`config.mk`:
```
export PLATFORM = sky130hd
export DESIGN_NAME = uram_event_buffer_sched_flat
export DESIGN_NICKNAME = d
export VERILOG_FILES = /design/src/rtl/uram_event_buffer_sched_pkg.sv /design/src/rtl/uram_event_buffer_sched_if.sv /design/src/rtl/uram_event_buffer_sched_ring.sv /design/src/rtl/uram_event_buffer_sched.sv /design/src/flat_wrapper.sv
export SDC_FILE = /design/constraint.sdc
export NUM_CORES = 1
export LEC_CHECK = 0
export ABC_AREA = 0
export CAP_MARGIN = 40
export CORE_UTILIZATION = 30
export DETAILED_ROUTE_END_ITERATION = 16
export SYNTH_ARGS = -nofsm -noshare
export SYNTH_HDL_FRONTEND = slang
export SYNTH_SLANG_ARGS = --single-unit
```
`constraint.sdc`:
```
create_clock -name memclk_i -period 2 [get_ports memclk_i]
set_clock_uncertainty 0.05 [all_clocks]
set_input_delay 0.4 -clock memclk_i [delete_from_list [all_inputs] [get_ports memclk_i]]
set_output_delay 0.4 -clock memclk_i [all_outputs]
set_load 0.1 [all_outputs]
```
`src/rtl/uram_event_buffer_sched_pkg.sv`:
```
// uram_sched_pkg: shared state types and default geometry for the event buffer scheduler
package uram_sched_pkg;
  localparam int DEF_NBUF_BITS = 3;
  localparam int DEF_ADDR_BITS = 7;
  localparam int EVENT_CYCLES = 4 << DEF_ADDR_BITS;
  typedef enum logic [1:0] {W_IDLE, W_ARM, W_WRITE} wstate_e;
  typedef enum logic [1:0] {R_IDLE, R_READ, R_FLUSH} rstate_e;
endpackage

```
`src/rtl/uram_event_buffer_sched_if.sv`:
```
// uram_event_buffer_sched_if: phase/trigger/read-enable inputs and buffer-control outputs of the scheduler
interface uram_event_buffer_sched_if import uram_sched_pkg::*; #(
  parameter int NBUF_BITS = DEF_NBUF_BITS,
  parameter int ADDR_BITS = DEF_ADDR_BITS,
  parameter int DROP_CNT_BITS = 16
);
  logic memclk_phase_i;
  logic trig_i;
  logic rd_ce_i;
  logic [NBUF_BITS-1:0] write_buffer_o;
  logic [ADDR_BITS-1:0] write_addr_o;
  logic writing_o;
  logic dat_readout_o;
  logic [NBUF_BITS-1:0] read_buffer_o;
  logic [ADDR_BITS-1:0] read_addr_o;
  logic rd_last_o;
  logic [NBUF_BITS:0] occupancy_o;
  logic full_o;
  logic [DROP_CNT_BITS-1:0] drop_count_o;
  modport master (
    output memclk_phase_i, trig_i, rd_ce_i,
    input write_buffer_o, write_addr_o, writing_o, dat_readout_o, read_buffer_o,
    input read_addr_o, rd_last_o, occupancy_o, full_o, drop_count_o
  );
  modport slave (
    input memclk_phase_i, trig_i, rd_ce_i,
    output write_buffer_o, write_addr_o, writing_o, dat_readout_o, read_buffer_o,
    output read_addr_o, rd_last_o, occupancy_o, full_o, drop_count_o
  );
endinterface

```
`src/rtl/uram_event_buffer_sched_ring.sv`:
```
// uram_sched_ring: FIFO ring pointers and occupancy of committed, not-yet-freed buffers
module uram_sched_ring import uram_sched_pkg::*; #(
  parameter int NBUF_BITS = DEF_NBUF_BITS
) (
  input  logic                 i_clk,
  input  logic                 i_rst_n,
  input  logic                 i_commit,
  input  logic                 i_free,
  output logic [NBUF_BITS-1:0] o_wr_ptr,
  output logic [NBUF_BITS-1:0] o_rd_ptr,
  output logic [NBUF_BITS:0]   o_occupancy,
  output logic                 o_full,
  output logic                 o_empty
);
  logic [NBUF_BITS-1:0] r_wr_ptr, r_rd_ptr;
  logic [NBUF_BITS:0] r_occ;
  always_ff @(posedge i_clk or negedge i_rst_n) begin
    if (!i_rst_n) begin
      r_wr_ptr <= '0;
      r_rd_ptr <= '0;
      r_occ <= '0;
    end else begin
      r_wr_ptr <= r_wr_ptr + NBUF_BITS'(i_commit);
      r_rd_ptr <= r_rd_ptr + NBUF_BITS'(i_free);
      r_occ <= r_occ + (NBUF_BITS+1)'(i_commit) - (NBUF_BITS+1)'(i_free);
    end
  end
  assign o_wr_ptr = r_wr_ptr;
  assign o_rd_ptr = r_rd_ptr;
  assign o_occupancy = r_occ;
  assign o_full = r_occ == (NBUF_BITS+1)'(1 << NBUF_BITS);
  assign o_empty = r_occ == '0;
  assert property (@(posedge i_clk) disable iff (!i_rst_n) !(i_free && o_empty));
  assert property (@(posedge i_clk) disable iff (!i_rst_n) !(i_commit && o_full && !i_free));
endmodule

```
`src/rtl/uram_event_buffer_sched.sv`:
```
// uram_event_buffer_sched: allocates, writes, queues and throttles readout of event buffers in phase with memclk
module uram_event_buffer_sched import uram_sched_pkg::*; #(
  parameter int NBUF_BITS = DEF_NBUF_BITS,
  parameter int ADDR_BITS = DEF_ADDR_BITS,
  parameter int RD_LATENCY = 4,
  parameter int DROP_CNT_BITS = 16
) (
  input logic memclk_i,
  input logic memclk_rstn_i,
  uram_event_buffer_sched_if.slave bus
);
  localparam int FCW = $clog2(RD_LATENCY + 1);
  wstate_e r_wstate, w_wnext;
  rstate_e r_rstate, w_rnext;
  logic [NBUF_BITS-1:0] w_wr_ptr, w_rd_ptr, r_rbuf;
  logic [NBUF_BITS:0] w_occ;
  logic [ADDR_BITS-1:0] r_waddr, r_raddr;
  logic [DROP_CNT_BITS-1:0] r_drop;
  logic [FCW-1:0] r_fcnt;
  logic r_writing, r_dat, r_rd_last;
  logic w_full, w_empty, w_commit, w_free, w_drop, w_accept, w_rd_hold;
  uram_sched_ring #(.NBUF_BITS(NBUF_BITS)) u_ring (
    .i_clk(memclk_i), .i_rst_n(memclk_rstn_i), .i_commit(w_commit), .i_free(w_free),
    .o_wr_ptr(w_wr_ptr), .o_rd_ptr(w_rd_ptr), .o_occupancy(w_occ), .o_full(w_full), .o_empty(w_empty)
  );
  assign w_rd_hold = (r_rstate != R_IDLE) && (r_rbuf == w_wr_ptr);
  always_comb begin
    w_accept = (r_wstate == W_IDLE) && bus.trig_i && !w_full && !w_rd_hold;
    w_drop = bus.trig_i && !w_accept;
    w_commit = (r_wstate == W_WRITE) && bus.memclk_phase_i && (&r_waddr);
    w_wnext = r_wstate;
    case (r_wstate)
      W_IDLE:  w_wnext = w_accept ? W_ARM : W_IDLE;
      W_ARM:   w_wnext = bus.memclk_phase_i ? W_WRITE : W_ARM;
      default: w_wnext = w_commit ? W_IDLE : W_WRITE;
    endcase
  end
  always_comb begin
    w_free = (r_rstate == R_FLUSH) && (r_fcnt == FCW'(RD_LATENCY - 2));
    w_rnext = r_rstate;
    case (r_rstate)
      R_IDLE:  w_rnext = w_empty ? R_IDLE : R_READ;
      R_READ:  w_rnext = (bus.rd_ce_i && (&r_raddr)) ? R_FLUSH : R_READ;
      default: w_rnext = w_free ? R_IDLE : R_FLUSH;
    endcase
  end
  always_ff @(posedge memclk_i or negedge memclk_rstn_i) begin
    if (!memclk_rstn_i) begin
      r_wstate <= W_IDLE;
      r_writing <= 1'b0;
      r_waddr <= '0;
      r_drop <= '0;
    end else begin
      r_wstate <= w_wnext;
      r_writing <= w_wnext == W_WRITE;
      if (r_wstate == W_ARM && bus.memclk_phase_i) r_waddr <= '0;
      else if (r_wstate == W_WRITE && bus.memclk_phase_i && !(&r_waddr)) r_waddr <= r_waddr + 1'b1;
      if (w_drop && !(&r_drop)) r_drop <= r_drop + 1'b1;
    end
  end
  always_ff @(posedge memclk_i or negedge memclk_rstn_i) begin
    if (!memclk_rstn_i) begin
      r_rstate <= R_IDLE;
      r_dat <= 1'b0;
      r_rd_last <= 1'b0;
      r_rbuf <= '0;
      r_raddr <= '0;
      r_fcnt <= '0;
    end else begin
      r_rstate <= w_rnext;
      r_dat <= w_rnext == R_READ;
      r_rd_last <= w_free;
      r_fcnt <= (r_rstate == R_FLUSH) ? r_fcnt + 1'b1 : '0;
      if (r_rstate == R_IDLE && !w_empty) begin
        r_rbuf <= w_rd_ptr;
        r_raddr <= '0;
      end else if (r_rstate == R_READ && bus.rd_ce_i && !(&r_raddr)) r_raddr <= r_raddr + 1'b1;
    end
  end
  assign bus.write_buffer_o = w_wr_ptr;
  assign bus.write_addr_o = r_waddr;
  assign bus.writing_o = r_writing;
  assign bus.dat_readout_o = r_dat;
  assign bus.read_buffer_o = r_rbuf;
  assign bus.read_addr_o = r_raddr;
  assign bus.rd_last_o = r_rd_last;
  assign bus.occupancy_o = w_occ;
  assign bus.full_o = w_full;
  assign bus.drop_count_o = r_drop;
endmodule

```
`src/flat_wrapper.sv`:
```
// flat-port wrapper written by rule: the top's interface ports become plain ports
module uram_event_buffer_sched_flat import uram_sched_pkg::*;
#(
  parameter int NBUF_BITS = DEF_NBUF_BITS,
  parameter int ADDR_BITS = DEF_ADDR_BITS,
  parameter int RD_LATENCY = 4,
  parameter int DROP_CNT_BITS = 16
)
  (memclk_i, memclk_rstn_i, bus_memclk_phase_i, bus_trig_i, bus_rd_ce_i, bus_write_buffer_o, bus_write_addr_o, bus_writing_o, bus_dat_readout_o, bus_read_buffer_o, bus_read_addr_o, bus_rd_last_o, bus_occupancy_o, bus_full_o, bus_drop_count_o);
  uram_event_buffer_sched_if #(.NBUF_BITS(NBUF_BITS), .ADDR_BITS(ADDR_BITS), .DROP_CNT_BITS(DROP_CNT_BITS)) bus_i ();
  input logic memclk_i;
  input logic memclk_rstn_i;
  input wire logic [$bits(bus_i.memclk_phase_i)-1:0] bus_memclk_phase_i;
  input wire logic [$bits(bus_i.trig_i)-1:0] bus_trig_i;
  input wire logic [$bits(bus_i.rd_ce_i)-1:0] bus_rd_ce_i;
  output wire logic [$bits(bus_i.write_buffer_o)-1:0] bus_write_buffer_o;
  output wire logic [$bits(bus_i.write_addr_o)-1:0] bus_write_addr_o;
  output wire logic [$bits(bus_i.writing_o)-1:0] bus_writing_o;
  output wire logic [$bits(bus_i.dat_readout_o)-1:0] bus_dat_readout_o;
  output wire logic [$bits(bus_i.read_buffer_o)-1:0] bus_read_buffer_o;
  output wire logic [$bits(bus_i.read_addr_o)-1:0] bus_read_addr_o;
  output wire logic [$bits(bus_i.rd_last_o)-1:0] bus_rd_last_o;
  output wire logic [$bits(bus_i.occupancy_o)-1:0] bus_occupancy_o;
  output wire logic [$bits(bus_i.full_o)-1:0] bus_full_o;
  output wire logic [$bits(bus_i.drop_count_o)-1:0] bus_drop_count_o;
  assign bus_i.memclk_phase_i = bus_memclk_phase_i;
  assign bus_i.trig_i = bus_trig_i;
  assign bus_i.rd_ce_i = bus_rd_ce_i;
  assign bus_write_buffer_o = bus_i.write_buffer_o;
  assign bus_write_addr_o = bus_i.write_addr_o;
  assign bus_writing_o = bus_i.writing_o;
  assign bus_dat_readout_o = bus_i.dat_readout_o;
  assign bus_read_buffer_o = bus_i.read_buffer_o;
  assign bus_read_addr_o = bus_i.read_addr_o;
  assign bus_rd_last_o = bus_i.rd_last_o;
  assign bus_occupancy_o = bus_i.occupancy_o;
  assign bus_full_o = bus_i.full_o;
  assign bus_drop_count_o = bus_i.drop_count_o;
  uram_event_buffer_sched #(.NBUF_BITS(NBUF_BITS), .ADDR_BITS(ADDR_BITS), .RD_LATENCY(RD_LATENCY), .DROP_CNT_BITS(DROP_CNT_BITS)) u_core (.memclk_i(memclk_i), .memclk_rstn_i(memclk_rstn_i), .bus(bus_i));
endmodule
```
-- Word-level counts from Yosys, hierarchy flattened
Cells that the tools add are included.
- register bits after elaboration: 53
- logic and storage cells: 74
- output and inout port bits: 44
- reduce and logical (&&, ||, !) cells: 31
- muxes and demuxes: 13
- equal/unequal tests: 9
- add/sub/neg operators: 8
- operator list (operator ; number):
    two-way mux 7 bit ; 4
    adder 16 x 1 -> 16 bit, second input constant ; 1
    AND reduction 16 bit ; 1
    logical AND 1 bit ; 15
    adder 7 x 1 -> 7 bit, second input constant ; 2
    AND reduction 7 bit ; 2
    two-way mux 2 bit ; 4
    case mux 2 bit (2 select lines) ; 2
    logical NOT 1 bit ; 7
    adder 3 x 1 -> 3 bit ; 2
    equality test 2 x 1 -> 1 bit, second input constant ; 3
    equality test 2 bit, second input constant ; 3
    nonzero test 2 bit ; 3
    adder 4 x 1 -> 4 bit ; 1
    equality test 4 bit, second input constant ; 1
    logical NOT 2 bit ; 2
    logical NOT 4 bit ; 1
    subtractor 4 x 1 -> 4 bit ; 1
    adder 3 x 1 -> 3 bit, second input constant ; 1
    equality test 3 x 2 -> 1 bit, second input constant ; 1
    equality test 3 bit ; 1
    two-way mux 3 bit ; 1
    two-way mux 1 bit ; 2

-- Longest topological paths before layout
- depth in word-level cells: 7
- mapped depth: 8

-- Modules after synthesis
A second synthesis with hierarchy kept.
- cells, all modules: 214
- area total of the unflattened synthesis: 2509.9 um2
- modules (own cells, without submodules) (module ; area an instance (um2) ; sequential area each (um2) ; instances ; cells an instance):
    uram_event_buffer_sched ; 2028.2 ; 1076.0 ; 1 ; 179
    uram_sched_ring ; 481.7 ; 250.2 ; 1 ; 35

-- Least setup slack after synthesis
No wires, ideal clock.
- kind: reg-to-reg
- start: register u_core.u_ring.r_occ[3] (netlist: u_core.u_ring.o_occupancy[3])
- end: register u_core.r_drop[10] (netlist: u_core.bus.drop_count_o[10])
- arrival: 3.447 ns
- cell stages (with the launch flop): 8
- path slack: -1.656 ns
- path through: dfrtp_1 -> ha_1 -> nor3b_2 -> a41oi_2 -> a211oi_2 -> buf_6 -> nand4_1 -> xnor2_1
- word-level cells in the longest chain between the ends: 7
- RTL lines (item ; RTL line ; source):
    start: declaration ; uram_event_buffer_sched_ring.sv:16 ; logic [NBUF_BITS:0] r_occ;
    start signal: assignment ; uram_event_buffer_sched_ring.sv:25 ; r_occ <= r_occ + (NBUF_BITS+1)'(i_commit) - (NBUF_BITS+1)'(i_free);
    equality test 4 bit ; uram_event_buffer_sched_ring.sv:31 ; assign o_full = r_occ == (NBUF_BITS+1)'(1 << NBUF_BITS);
    via bus_full_o ; flat_wrapper.sv:24 ; output wire logic [$bits(bus_i.full_o)-1:0] bus_full_o;
    logical NOT 1 bit ; uram_event_buffer_sched.sv:28 ; w_accept = (r_wstate == W_IDLE) && bus.trig_i && !w_full && !w_rd_hold;
    logical AND 1 bit (2 in series) ; uram_event_buffer_sched.sv:28 ;
    logical NOT 1 bit ; uram_event_buffer_sched.sv:29 ; w_drop = bus.trig_i && !w_accept;
    logical AND 1 bit ; uram_event_buffer_sched.sv:29 ;
    logical AND 1 bit ; uram_event_buffer_sched.sv:58 ; if (w_drop && !(&r_drop)) r_drop <= r_drop + 1'b1;
    end signal: assignment ; uram_event_buffer_sched.sv:58 ;
    end: declaration ; uram_event_buffer_sched.sv:18 ; logic [DROP_CNT_BITS-1:0] r_drop;
The timed path passes the listed nets, and every way through them passes these cells.
A chain may end at the register's enable or synchronous reset.

-- Worst setup path in the final report
- start: register u_core.r_rstate[0]
- end: register u_core.u_ring.r_occ[1] (netlist: u_core.u_ring.o_occupancy[1])
- word-level cells in the longest chain between the ends: 3
- RTL lines (item ; RTL line ; source):
    start: declaration ; uram_event_buffer_sched.sv:14 ; rstate_e r_rstate, w_rnext;
    start signal: assignment ; uram_event_buffer_sched.sv:70 ; r_rstate <= w_rnext;
    equality test 2 bit ; uram_event_buffer_sched.sv:39 ; w_free = (r_rstate == R_FLUSH) && (r_fcnt == FCW'(RD_LATENCY - 2));
    logical AND 1 bit ; uram_event_buffer_sched.sv:39 ;
    via u_core.u_ring.i_free ; uram_event_buffer_sched_ring.sv:8 ; input logic i_free,
    subtractor 4 x 1 -> 4 bit ; uram_event_buffer_sched_ring.sv:25 ;
The timed path passes the listed nets, and every way through them passes these cells.

==> results.tsv <==
stage	metric	value	unit
floorplan	Starting Density	0.3150	
pwr	sw frac	0.4854	
clocking	TritonCTS clock tree	done	
pwr	Power Density	1328	nW/um^2
finish	most common cell after layout, fill and taps aside	buf_4	
global_route	pin count of the biggest net entering global routing	54	
critical_path	Crit Path Max Fanout	3	
clocking	Clock Pin Slew Worst Setup and Hold Paths	0.10	ns
yosys	post-synthesis simple-gate area fraction	0.1616	
run	Max Cap Viol	0	
status	failing checks	negative setup slack	
yosys	Cells after Synth	216	
sta	RSZ-0062 raised after global routing	true	
floorplan	die footprint	8651	um^2
floorplan	Rows	32	
clocking	CTS Sinks	53	
critical_path	WS Path Type	reg2reg	
clocking	H-tree depth	2	
floorplan	die height	93.01	um
yosys	Cell Area, Synth	2485	um^2
sta	hold_ws	0.02598	ns
yosys	biggest area consumer among synthesized cells	dfrtp_1	
placed_design	hpwl dp	3705	um
critical_path	WP data arrival	2.15	ns
yosys	Synth Area in Adders	0.07351	
finish	Ant. Diodes	0	
yosys	post-synth net total	235	
pwr	Int Pwr	2.684	mW
finish	nets	324	
pwr	sequential power share	0.299	
pwr	clock share of power	0.127	
critical_path	WP data required	2.15	ns
drt	drt first pass iters	4	
drt	via count	1863	
clocking	latest clock arrival within the worst-skew pair	0.30	ns
sta	Final Max Tran Viols	0	
floorplan	Chip Width	93.01	um
critical_path	Worst Setup Start Kind	register	
global_route	global routing met3 resource utilization	0.02195	
clocking	hold buffer count at cts	0	
clocking	Max Root-Sink Buffers	2	
drt	Post-Route WL	5111	um
global_route	first-pass GRT wire length	8707	um
floorplan	# IOs	49	
critical_path	crit end category	register	
critical_path	worst r2r dst	u_core.u_ring.o_occupancy[1]$_DFF_PN0_	
finish	area grow syn2layout	58.06	%
finish	most frequent cells in the layout	buf_4, dfrtp_1, buf_12	
global_route	Top Usage Layer GRT	met2	
placed_design	Place WS	-0.1210	ns
sta	relative slew slack	0.7321	
sta	Hold Vio Cnt, Final	0	
sta	Max Freq	499.2	MHz
pwr	combinational share of power	0.574	
worst_hold_path	kind of path behind the tightest hold check	in2async	
critical_path	worst r2r src	u_core.r_rstate[0]$_DFF_PN0_	
drt	post-route DRC violation count	0	
pwr	Worst VDD drop	0.0008140	V
yosys	XOR/XNOR Fraction of Synth Area	0.1198	
global_route	Global Route Usage Sum	0.1281	
finish	layout cells sized above 1	0.4216	
sta	Final Cycle Share	1.002	
global_route	met1 usage	0.1756	
critical_path	FF-to-FF path depth	7	
sta	Worst Tran Pin Value	0.4003	ns
yosys	Warnings, synthesis	0	
clocking	CTS root buffer	clkbuf_8	
yosys	multiplexer share of the synthesized area	0.03877	
yosys	Yosys top cell area share	0.5337	
drt	Final ANT Viol Nets	0	
drt	wire per inst	12.53	um
placed_design	Port Buffers	48	
sta	setup TNS	-0.003099	ns
yosys	top cells by area, synth	dfrtp_1, xnor2_1, ha_1	
pwr	Sw Pwr	2.531	mW
yosys	Cell variety after synth	33	
placed_design	GP Congestion	0.7701	
global_route	initial antenna violation count	0	
global_route	GR Overflow Total	0	
global_route	met2 GRT Util	0.2016	
floorplan	Core ar.	7888	um^2
clocking	clock buffer count from CTS	5	
global_route	number of global-route vias before repair	1791	
yosys	post-synthesis compound-gate area fraction	0.04733	
sta	setup ws final	-0.003099	ns
yosys	synthesized flop and latch total	53	
yosys	mean post-synth cell area	11.50	um^2
status	status	finished with violations	
drt	DR iter-0 viols	77	
sta	# setup viols final	1	
yosys	sequential cell area fraction in the yosys report	0.5337	
yosys	largest family of logic cells by synthesized area	simple AND/OR/NAND/NOR gates	
drt	via/cell ratio	4.566	
sta	Final min period	2.003	ns
pwr	leakage power	1.769	nW
critical_path	r2r setup slk	-0.003	ns
critical path: stages, from the launching register on:
cell and delay (ns):
dfrtp_1 0.38, nand2b_1 0.20, nor3b_4 0.27, xor2_1 0.21, ha_2 0.21, inv_2 0.04, fa_2 0.50, inv_1 0.04
final cells by class:
cell class | count | area, um^2
fill | 708 | 3960
sequential | 53 | 1356
multi-input combinational | 149 | 1186
timing repair buffer | 85 | 1112
tap | 102 | 127.6
clock buffer | 7 | 96.34
inverter | 11 | 43.79
clock inverter | 1 | 5.005
cells by family after synthesis:
group | Yosys count
AO/OA/AOI/OAI | 15
XOR/XNOR | 34
adder cells (fa/ha/maj) | 14
buffers and inverters | 14
flip-flops | 53
multiplexers | 9
AND/OR/NAND/NOR | 77
metrics by stage:
step | instance area, um^2 | cells | power, mW | utilization
4_1_cts | 3852 | 406 | 5.229 | 0.4884
5_1_grt | 3928 | 408 | 5.452 | 0.4979
6_report | 3928 | 408 | 5.215 | 0.4979
2_1_floorplan | 2557 | 216 | 3.408 | -
3_5_place_dp | 3727 | 396 | 4.562 | 0.4726
3_3_place_gp | 3727 | 396 | 4.525 | 0.4726
flip-flops by register name, summed over array words and instances (netlist names):
signal                     cells
u_core.bus.drop_count_o       16
u_core.bus.read_addr_o         7
u_core.bus.write_addr_o        7
u_core.u_ring.o_occupancy      4
u_core.bus.read_buffer_o       3
u_core.r_fcnt                  3
u_core.u_ring.o_rd_ptr         3
u_core.u_ring.o_wr_ptr         3
u_core.r_rstate                2
u_core.r_wstate                2
u_core.bus.dat_readout_o       1
u_core.bus.rd_last_o           1
u_core.bus.writing_o           1
cells in the mapped netlist:
library cell   n
or2_2          1
and3_1         6
a21oi_1        6
nor2b_1        1
nor2_1        23
buf_2          1
mux2i_1        4
and2_1         1
buf_6          1
a41o_1         1
a22o_1         1
nand2b_1       3
a211oi_2       1
dfrtp_1       53
nor3b_2        2
nor4_1         2
nand3b_1       3
ha_1          13
xor2_1        14
o22ai_1        1
clkbuf_2       1
xnor2_1       20
a41oi_2        1
a41oi_1        1
mux2_2         5
nand3_1        4
nand4_1       17
a21o_1         1
a31o_2         2
nor3_1         1
inv_1         11
fa_1           1
nand2_1       13
worst max-delay path by stage:
stage,startpoint,endpoint,slack [ns]
finish,u_core.r_rstate[0]$_DFF_PN0_,u_core.u_ring.o_occupancy[1]$_DFF_PN0_,-0.003
global route,u_core.r_fcnt[0]$_DFF_PN0_,u_core.u_ring.o_occupancy[1]$_DFF_PN0_,-0.1
CTS,u_core.r_fcnt[0]$_DFF_PN0_,u_core.u_ring.o_occupancy[1]$_DFF_PN0_,-0.002
detailed placement,bus_memclk_phase_i,u_core.u_ring.o_occupancy[1]$_DFF_PN0_,-0.12
global placement,bus_memclk_phase_i,u_core.u_ring.o_occupancy[1]$_DFF_PN0_,-0.09
floorplan,u_core.u_ring.o_occupancy[2]$_DFF_PN0_,u_core.bus.drop_count_o[10]$_DFFE_PN0P_,-0.93
power by group through the flow:
| stage | logic, mW | clock network (mW) | registers, mW |
|---|---|---|---|
| 6_report | 2.99 | 0.660 | 1.56 |
| 5_1_grt | 3.12 | 0.736 | 1.59 |
| 4_1_cts | 2.99 | 0.681 | 1.56 |
| 3_5_place_dp | 2.98 | 0 | 1.58 |
| 3_3_place_gp | 2.95 | 0 | 1.57 |
| 2_1_floorplan | 0.417 | 0 | 2.99 |
metal layers:
layer,share of wire,vias to the layer above
li1,-,916
met1,0.46,913
met2,0.49,27
met3,0.028,7
met4,0.017,0
met5,0,-
what timing repair did:
| action | in CTS | in global routing |
|---|---|---|
| endpoints found under the setup margin | 2 | 13 |
| resized for setup | 2 | 13 |
| pin swaps | 2 | 9 |
| hold endpoints to repair | 0 | 0 |
| setup buffers | 2 | 1 |
| gates cloned | 0 | 1 |
Power figures use the tool's default switching activity.
